$ cat src/rtl/laser_interlock_pkg.sv
// Shared constants for the laser interlock sequencer.
// Contents: the state encoding (a 3-bit field that the host reads back), the
// fault vector bit indices, and a saturating 8-bit increment helper.
package laser_interlock_pkg;

  localparam int FAULT_W = 5;

  // Fault vector bit positions
  localparam int FAULT_LOWER   = 0;
  localparam int FAULT_UPPER   = 1;
  localparam int FAULT_RATE    = 2;
  localparam int FAULT_CURRENT = 3;
  localparam int FAULT_PWR     = 4;

  // State encoding, exposed on the status port
  localparam logic [2:0] ST_IDLE       = 3'd0;
  localparam logic [2:0] ST_POWER_UP   = 3'd1;
  localparam logic [2:0] ST_ARMED      = 3'd2;
  localparam logic [2:0] ST_TRIPPED    = 3'd3;
  localparam logic [2:0] ST_WAIT_CLEAR = 3'd4;

  function automatic logic [7:0] sat_inc8(input logic [7:0] v);
    return (v == 8'hFF) ? v : v + 8'd1;
  endfunction

endpackage

$ cat src/rtl/interlock_cycle_timer.sv
// Cycle timer shared by the POWER_UP and TRIPPED phases of the sequencer.
// Ports:
//   clk, rst  clock and synchronous active-high reset
//   clr_i     forces the count to zero (takes priority over en_i)
//   en_i      increments the count by one
//   count_o   current count
module interlock_cycle_timer #(
  parameter int CNT_W = 16
) (
  input  logic             clk,
  input  logic             rst,
  input  logic             clr_i,
  input  logic             en_i,
  output logic [CNT_W-1:0] count_o
);

  logic [CNT_W-1:0] cnt_q;

  always_ff @(posedge clk) begin
    if (rst || clr_i)  cnt_q <= '0;
    else if (en_i)     cnt_q <= cnt_q + 1'b1;
  end

  assign count_o = cnt_q;

endmodule

$ cat src/rtl/laser_interlock_sequencer.sv
// Laser interlock sequencer: sequences laser power-up, latches a shutdown on
// any fault or power loss, holds the shutdown for a minimum time, and only
// releases it on a host clear with all faults gone. Captures the first fault,
// the OR of all faults seen since the trip, and a saturating trip count.
// Ports:
//   clk, rst            clk_div2 clock, synchronous active-high reset
//   fault_in[3:0]       {current, rate_lower, pulse_upper, pulse_lower} fails
//   enable_error_check  gates fault_in
//   pwr_good            laser supply good
//   laser_enable_req    host request for laser power
//   clear_fail          host clear strobe
//   laser_pwr_en, ta_shutdown, laser_ready, state   registered status/controls
//   fault_latched, first_fault, trip_count          fault capture for readback
module laser_interlock_sequencer
  import laser_interlock_pkg::*;
#(
  parameter int PWR_UP_DELAY_CYC  = 25000,
  parameter int SHUTDOWN_HOLD_CYC = 2500,
  parameter int CNT_W             = 16
) (
  input  logic               clk,
  input  logic               rst,
  input  logic [3:0]         fault_in,
  input  logic               enable_error_check,
  input  logic               pwr_good,
  input  logic               laser_enable_req,
  input  logic               clear_fail,
  output logic               laser_pwr_en,
  output logic               ta_shutdown,
  output logic               laser_ready,
  output logic [2:0]         state,
  output logic [FAULT_W-1:0] fault_latched,
  output logic [FAULT_W-1:0] first_fault,
  output logic [7:0]         trip_count
);

  localparam logic [CNT_W-1:0] PU_LAST   = CNT_W'(PWR_UP_DELAY_CYC - 1);
  localparam logic [CNT_W-1:0] HOLD_LAST = CNT_W'(SHUTDOWN_HOLD_CYC - 1);

  logic [2:0]         state_q, state_d;
  logic [FAULT_W-1:0] latched_q, latched_d;
  logic [FAULT_W-1:0] first_q, first_d;
  logic [7:0]         cnt_q, cnt_d;
  logic               pwr_en_q, ta_q, ready_q;

  logic [3:0]         eff_fault;
  logic [FAULT_W-1:0] trip_vec;
  logic               trip, clr_ok;
  logic               tmr_clr, tmr_en;
  logic [CNT_W-1:0]   tmr;

  assign eff_fault = fault_in & {4{enable_error_check}};

  interlock_cycle_timer #(.CNT_W(CNT_W)) u_timer (
    .clk     (clk),
    .rst     (rst),
    .clr_i   (tmr_clr),
    .en_i    (tmr_en),
    .count_o (tmr)
  );

  always_comb begin
    state_d  = state_q;
    trip     = 1'b0;
    clr_ok   = 1'b0;
    // Default vector used while armed or shut down: live power loss plus faults
    trip_vec = '0;
    trip_vec[FAULT_PWR]                 = !pwr_good;
    trip_vec[FAULT_CURRENT:FAULT_LOWER] = eff_fault;
    case (state_q)
      ST_IDLE: begin
        if (laser_enable_req && pwr_good) state_d = ST_POWER_UP;
      end
      ST_POWER_UP: begin
        // Supply is allowed to settle: pwr_good only matters at the timeout
        trip_vec[FAULT_PWR] = 1'b0;
        if (!laser_enable_req) begin
          state_d = ST_IDLE;
        end else if (|eff_fault) begin
          trip = 1'b1;
        end else if (tmr == PU_LAST) begin
          if (pwr_good) state_d = ST_ARMED;
          else begin
            trip = 1'b1;
            trip_vec[FAULT_PWR] = 1'b1;
          end
        end
      end
      ST_ARMED: begin
        // A trip wins over a simultaneous request drop
        if (|trip_vec)             trip    = 1'b1;
        else if (!laser_enable_req) state_d = ST_IDLE;
      end
      ST_TRIPPED: begin
        if (tmr == HOLD_LAST) state_d = ST_WAIT_CLEAR;
      end
      ST_WAIT_CLEAR: begin
        clr_ok = clear_fail && (eff_fault == 4'b0) && pwr_good;
        if (clr_ok) state_d = ST_IDLE;
      end
      default: begin
        trip = 1'b1;
        trip_vec[FAULT_PWR] = 1'b1;
      end
    endcase
    if (trip) state_d = ST_TRIPPED;
  end

  always_comb begin
    latched_d = latched_q;
    first_d   = first_q;
    cnt_d     = cnt_q;
    if (trip) begin
      first_d   = trip_vec;
      latched_d = trip_vec;
      cnt_d     = sat_inc8(cnt_q);
    end else if (state_q == ST_TRIPPED || state_q == ST_WAIT_CLEAR) begin
      if (clr_ok) begin
        latched_d = '0;
        first_d   = '0;
      end else begin
        latched_d = latched_q | trip_vec;
      end
    end
  end

  assign tmr_clr = trip || (state_q == ST_IDLE && state_d == ST_POWER_UP);
  assign tmr_en  = (state_q == ST_POWER_UP) || (state_q == ST_TRIPPED);

  // Outputs are decoded from the next state so they change on the same edge
  // as the state register.
  always_ff @(posedge clk) begin
    if (rst) begin
      state_q   <= ST_IDLE;
      latched_q <= '0;
      first_q   <= '0;
      cnt_q     <= '0;
      pwr_en_q  <= 1'b0;
      ta_q      <= 1'b0;
      ready_q   <= 1'b0;
    end else begin
      state_q   <= state_d;
      latched_q <= latched_d;
      first_q   <= first_d;
      cnt_q     <= cnt_d;
      pwr_en_q  <= (state_d == ST_POWER_UP) || (state_d == ST_ARMED);
      ta_q      <= (state_d == ST_TRIPPED) || (state_d == ST_WAIT_CLEAR);
      ready_q   <= (state_d == ST_ARMED);
    end
  end

  assign state         = state_q;
  assign fault_latched = latched_q;
  assign first_fault   = first_q;
  assign trip_count    = cnt_q;
  assign laser_pwr_en  = pwr_en_q;
  assign ta_shutdown   = ta_q;
  assign laser_ready   = ready_q;

endmodule

$ cat config.mk
export PLATFORM = sky130hd
export DESIGN_NAME = laser_interlock_sequencer
export DESIGN_NICKNAME = d
export VERILOG_FILES = /design/src/rtl/laser_interlock_pkg.sv /design/src/rtl/interlock_cycle_timer.sv /design/src/rtl/laser_interlock_sequencer.sv
export SDC_FILE = /design/constraint.sdc
export NUM_CORES = 1
export LEC_CHECK = 0
export CORE_AREA = 5 5 91 51
export CTS_CLUSTER_SIZE = 25
export DETAILED_ROUTE_END_ITERATION = 12
export DIE_AREA = 0 0 96 56
export PLACE_DENSITY_LB_ADDON = 0.25
export SLEW_MARGIN = 20
export SYNTH_ARGS = -nofsm -noshare
export SYNTH_HDL_FRONTEND = slang
export SYNTH_HIERARCHICAL = 1
export SYNTH_SLANG_ARGS = --single-unit
export TNS_END_PERCENT = 100
$ cat constraint.sdc
create_clock -name clk -period 7.3 [get_ports clk]
set_clock_uncertainty 0.05 [all_clocks]
set_input_delay 1.46 -clock clk [delete_from_list [all_inputs] [get_ports clk]]
set_output_delay 1.46 -clock clk [all_outputs]
set_load 0.1 [all_outputs]
==> run_results.csv, run 1 <==
group,metric,value,unit
layout,antenna_cells,0,
synth,synthMuxAreaShare,1.01,%
synth,synth_compound_area_share,15.3,%
timing,fin_crit_sh,58.9,%
drt,drt_iter0_markers,161,
floorplanning,placementRows,16,
worst_setup_path,crit_start,"fault_in[0]",
clock_network,cts_setup_buffers,0,
synth,synthArstFlopShare,0,%
timing,clock.fmax,232,MHz
floorplanning,fp.dieW,96,um
floorplanning,start_util,53.3,%
timing,finalSetupTns,0,ns
timing,rsz0062_at_grt,"false",
placement,gp_congestion,0.883,
synth,synth_cell_type_count,51,
worst_setup_path,worst-r2r-cell-count,8,
synth,syn_nets,244,
synth,synth_top_area_share,40.3,%
floorplanning,pin_count,34,
synth,synth_ff_type,"dfxtp_1",
clock_network,cts_buffer_depth,2,
floorplanning,die_area,5380,um^2
grt,grt_pass1_vias,1575,
timing,hold_viol,0,
clock_network,cts_hold_buffers,0,
worst_setup_path,arrival,4.47,ns
worst_setup_path,endpoint_kind,"flop",
worst_setup_path,worst-path-stages,9,
synth,yosys_warnings,6,
layout,finalNetCount,274,
worst_setup_path,path_buf_inv,1,
synth,synth_edf_count,0,
synth,synth_seq_cells,40,
clock_network,cts.reportedPaths.clkPinSlew,0.07,ns
clock_network,clk-insertion-delay-late,0.28,ns
timing,min_period,4.30,ns
layout,area_delta_synth_final,21.8,%
outcome,status,"finished clean",
worst_setup_path,critPathRequiredTime,7.47,ns
timing,finalSetupViolCount,0,
power,ir_drop,0.000108,V
floorplanning,coreArea,3720,um^2
synth,synth_area_leaders,"dfxtp_1, nor2_1, xor2_1",
placement,dp_hpwl,3420,um
clock_network,cts_sinks,40,
placement,dp_cells,309,
grt,track_usage,17.7,%
timing,slew_headroom,34.2,%
worst_setup_path,worstPathMaxFanout,16,
worst_setup_path,critical_path_class,"in2reg",
timing,worstMarginPinSlew,0.984,ns
layout,drive_gt1_share,6.84,%
clock_network,cts_max_level,2,
placement,portBuffers,33,
drt,drtAntennaViolNets,0,
worst_setup_path,slowest_delay,0.53,ns
synth,synth_top_family_by_area,"simple AND/OR/NAND/NOR gates",
timing,drv_slew,0,
floorplanning,die_h,56,um
job,cap_viol_max_count,0,
worst_setup_path,startpoint_type,"input port",
clock_network,clockRootBuffer,"clkbuf_8",
grt,antenna_found_initial,0,
drt,drc,0,
grt,grt_max_degree,17,
power,power_density,216,nW/um^2
grt,grt-ovfl-total,0,
clock_network,cts_made_buffers,5,
drt,finalWirelength,4500,um
grt,grt_pass1_wl,7510,um
synth,synthesis.area,1990,um^2
worst_setup_path,cp_slowest_cell,"o41ai_4",
drt,routedWlPerCell,14.2,um
worst_hold_path,worstHoldStart,"first_fault[1]",
worst_setup_path,crit_family,"simple AND/OR/NAND/NOR gates",
synth,synthAdderAreaFrac,1.26,%
synth,synth_area_leader_cell,"dfxtp_1",
synth,yosys.area_share.simple,32.6,%
worst_hold_path,min_path_type,"reg2reg",
clock_network,cts_tree,"built",
power,power,0.524,mW
worst_hold_path,whs_path_depth,2,
worst_setup_path,path_cells,"clkdlybuf4s50_1 > o41ai_4 > o21ai_1 > o21a_2 > nor2_2 > nand2_1 > or2_2 > or4_1 > o21ai_0",
synth,avgSynthCellArea,8.56,um^2
power,leakage,0.821,nW
worst_setup_path,r2r-start,"state[0]",
synth,synth_cells,232,
synth,synthXorXnorAreaFrac,6.18,%
drt,via_per_inst,5.61,
layout,post-route-util,65.0,%
layout,final_cells,317,
timing,whs,0.406,ns
synth,ys_seq_area_share,40.3,%
clock_network,post_cts_resized,0,
drt,num_vias,1777,
drt,dr.pass1.iters,4,
## power by group
part | switching (mW) | total (mW) | internal [mW]
logic | 0.104 | 0.142 | 0.0385
clock network | 0.0689 | 0.146 | 0.0770
registers | 0.00796 | 0.235 | 0.227
## worst paths after layout
| path | to | slack (ns) |
|---|---|---|
| min reg2reg | first_fault[1] | 0.41 |
| max reg2reg | u_timer/count_o[10] | 4.15 |
| max | u_timer/count_o[10] | 3.00 |
| min | first_fault[1] | 0.41 |
## cells in the mapped netlist, drive strengths merged (2+ instances only)
master and instances:
ha 2, buf 5, o31ai 4, nor3 3, and3 5, and4 4, clkbuf 5, mux2i 2
dfxtp 40, and4bb 3, a21oi 16, nand2 23, o211ai 2, nor2b 4, or2 2, o21ai 8
nand4 7, xnor2 2, nand2b 3, xor2 12, nor2 32, nor4bb 2, inv 3, and2 2
or3 4, or4 5, nand3 16, a32oi 4
## area by class of cell
| type | instances | area [um^2] |
|---|---|---|
| inverter | 3 | 11.3 |
| multi-input combinational | 179 | 1120 |
| sequential | 40 | 801 |
| tap | 54 | 67.6 |
| fill | 351 | 1310 |
| clock buffer | 8 | 90.1 |
| timing repair buffer | 33 | 330 |
## layer usage
layer / track usage (%) / up-vias / part of all wire [%]
met5: 0 / - / 0
met4: 3.64 / 0 / 0.18
met3: 6.35 / 2 / 6.4
met2: 22.7 / 48 / 38
met1: 27.6 / 825 / 55
li1: - / 902 / -
## tightest hold or removal path, cell delays in order (launching register included)
cell and delay [ns]:
dfxtp_1 0.31, nand2_1 0.05, a21oi_1 0.05
## cell usage in the layout, fill, tap and decap left out, types with 3 or more instances in the layout
| cell type | count |
|---|---|
| and3_1 | 4 |
| clkbuf_8 | 6 |
| nor3_1 | 3 |
| a32oi_1 | 4 |
| clkdlybuf4s50_1 | 33 |
| or3_1 | 4 |
| or4_1 | 5 |
| and4_1 | 3 |
| nand2b_1 | 3 |
| nor2b_1 | 4 |
| nand2_1 | 23 |
| nor2_1 | 31 |
| xor2_1 | 12 |
| nand3_1 | 15 |
| dfxtp_1 | 40 |
| o21ai_0 | 5 |
| inv_1 | 3 |
| o31ai_1 | 4 |
| nand4_1 | 7 |
| a21oi_1 | 16 |
## flip-flops by register name, indices dropped and copies added, names as in the netlist
name / cells
laser_ready: 1
trip_count: 8
state: 3
u_timer/count_o: 16
fault_latched: 5
laser_pwr_en: 1
ta_shutdown: 1
first_fault: 5
## through the flow
stage | area [um^2] | setup slack, ns
after global routing | 2420 | 2.81
after global placement | 2330 | 2.77
after floorplan | 1990 | 3.54
after detailed placement | 2330 | 2.70
final | 2420 | 3.00
after CTS | 2420 | 2.99
## logic make-up after synthesis
group | after synthesis
muxes | 2
and+or+nand+nor | 118
buffers and inverters | 13
AOI/OAI and AO/OA | 43
DFF | 40
xor gates and xnor gates | 14
adders and majority gates | 2
Note: power is estimated with default switching activity, not from simulation.
==> inputs of run 2 (changes only) <==
Settings changed: CORE_AREA 5 5 91 51 to 5 5 94 52, DIE_AREA 0 0 96 56 to 0 0 99 57.
Clock period 7.3 ns to 4.2 ns, I/O delays scaled along.
==> run_results.csv, run 2 (synthesis results as in run 1) <==
group,metric,value,unit
worst_setup_path,path_buf_inv,1,
worst_hold_path,min_path_type,"reg2reg",
drt,finalWirelength,4540,um
layout,largest_reg_flops,16,
power,ir_drop,0.000181,V
placement,preCtsSetupSlack,0.593,ns
timing,finalSetupViolCount,0,
outcome,status,"finished clean",
floorplanning,die_h,57,um
power,pwr-share-clk,33.7,%
clock_network,cts_max_level,2,
worst_setup_path,crit_start,"fault_in[0]",
worst_setup_path,setup.worst_path.end,"u_timer/count_o[10]",
timing,fin_crit_sh,79.5,%
floorplanning,fp.dieW,99,um
placement,gp_congestion,0.854,
worst_setup_path,slowest_delay,0.53,ns
layout,drive_gt1_share,8.30,%
drt,routedWlPerCell,14.1,um
layout,final_common_cell,"dfxtp_1",
floorplanning,coreArea,4110,um^2
worst_setup_path,ff2ff_setup_slack,1.42,ns
grt,grt-ovfl-total,0,
floorplanning,placementRows,17,
worst_setup_path,worst-r2r-cell-count,8,
clock_network,cts.reportedPaths.clkPinSlew,0.07,ns
power,swShare,32.5,%
grt,track_usage,16.7,%
timing,clock.fmax,299,MHz
timing,rsz0062_at_grt,"false",
clock_network,clockRootBuffer,"clkbuf_8",
clock_network,cts_hold_buffers,0,
drt,via_per_inst,5.47,
grt,grt_max_degree,17,
worst_setup_path,startpoint_type,"input port",
power,p_comb_share,25.3,%
worst_setup_path,critPathRequiredTime,4.36,ns
drt,drc,0,
worst_setup_path,r2r-start,"state[0]",
worst_setup_path,critical_path_class,"in2reg",
layout,postLayoutCellArea,2470,um^2
layout,antenna_cells,0,
power,power_density,404,nW/um^2
power,intPower,0.674,mW
worst_setup_path,path_cells,"clkdlybuf4s50_1 > o41ai_4 > o21ai_1 > o21a_2 > nor2_2 > nand2_1 > or2_2 > or4_1 > o21ai_0",
clock_network,cts_tree,"built",
timing,min_period,3.34,ns
clock_network,post_cts_resized,0,
grt,antenna_found_initial,0,
timing,hold_viol,0,
layout,finalNetCount,276,
clock_network,cts_setup_buffers,0,
worst_setup_path,endpoint_kind,"flop",
placement,portBuffers,33,
floorplanning,pin_count,34,
worst_setup_path,r2r-end,"u_timer/count_o[10]",
timing,drv_slew,0,
clock_network,clk-insertion-delay-late,0.29,ns
grt,grt_pass1_wl,7490,um
worst_setup_path,worstPathMaxFanout,16,
timing,slew_headroom,33.2,%
clock_network,cts_sinks,40,
layout,fillers,361,
layout,area_delta_synth_final,24.6,%
clock_network,cts_made_buffers,5,
timing,layout_setup_ws,0.860,ns
power,p_switching,0.324,mW
timing,worstMarginPinSlew,1.00,ns
placement,dp_hpwl,3450,um
drt,drt_iter0_markers,150,
floorplanning,die_area,5640,um^2
power,sequentialPowerShare,41.0,%
worst_setup_path,crit_family,"simple AND/OR/NAND/NOR gates",
timing,finalSetupTns,0,ns
drt,dr.pass1.iters,4,
grt,grt_pass1_vias,1531,
worst_setup_path,cp_slowest_cell,"o41ai_4",
floorplanning,start_util,48.4,%
placement,placed_area,2350,um^2
clock_network,cts_buffer_depth,2,
drt,drtAntennaViolNets,0,
power,leakage,0.849,nW
drt,num_vias,1762,
layout,layout_common_cells,"dfxtp_1, clkdlybuf4s50_1, nor2_1, nand2_1, a21oi_1",
worst_setup_path,worst-path-stages,9,
worst_setup_path,arrival,3.50,ns
job,cap_viol_max_count,0,
run 2: cell types whose count changed in the layout (fill, tap and decap cells not counted), sizes merged:
cell    delta
buf        +2
bufinv     +1
clkbuf     -1
run 2: worst min-delay path by stage:
stage / startpoint / to / cells past startpoint
finish: first_fault[1] / first_fault[1] / 2
global placement: first_fault[3] / first_fault[3] / 2
floorplan: u_timer/count_o[10] / u_timer/count_o[10] / 2
detailed placement: first_fault[3] / first_fault[3] / 2
CTS: first_fault[3] / first_fault[3] / 2
global route: first_fault[1] / first_fault[1] / 2
run 2: tightest hold or removal path, stage by stage, from the launching register on:
cell	delay (ns)
dfxtp_1	0.31
nand2_1	0.05
a21oi_1	0.05
run 2: area by class of cell:
cell class	count	area (um^2)	area share, %
Inverter	3	11.3	0.455
Clock buffer	7	96.3	3.89
Clock inverter	1	30.0	1.21
Multi-Input combinational cell	179	1120	45.2
Timing Repair Buffer	35	345	14.0
Tap cell	57	71.3	2.88
Sequential cell	40	801	32.4
run 2: layer usage:
metal / wire [um] / up-vias / GRT usage [%] / part of all wire, %
met2: 1670 / 53 / 21.1 / 37
met1: 2450 / 800 / 25.8 / 54
li1: - / 905 / - / -
met3: 369 / 4 / 5.49 / 8.1
met4: 49 / 0 / 5.84 / 1.1
met5: 0 / - / 0 / 0
run 2: through the flow:
| step | hold WS [ns] | power (mW) | std cells | utilization [%] |
|---|---|---|---|---|
| final | 0.408 | 0.998 | 322 | 60.3 |
| after global routing | 0.442 | 1.05 | 322 | 60.3 |
| after CTS | 0.408 | 1.01 | 322 | 60.3 |
| after detailed placement | 0.397 | 0.670 | 314 | 57.2 |
| after global placement | 0.394 | 0.667 | 314 | 57.2 |
| after floorplan | 0.407 | 0.608 | 232 | - |
run 2: power by group through the flow:
stage / clock (mW) / combinational (mW) / sequential [mW]
after floorplan: 0 / 0.0882 / 0.520
after global placement: 0 / 0.249 / 0.418
after detailed placement: 0 / 0.252 / 0.418
after CTS: 0.348 / 0.252 / 0.409
after global routing: 0.367 / 0.267 / 0.412
final: 0.337 / 0.252 / 0.409
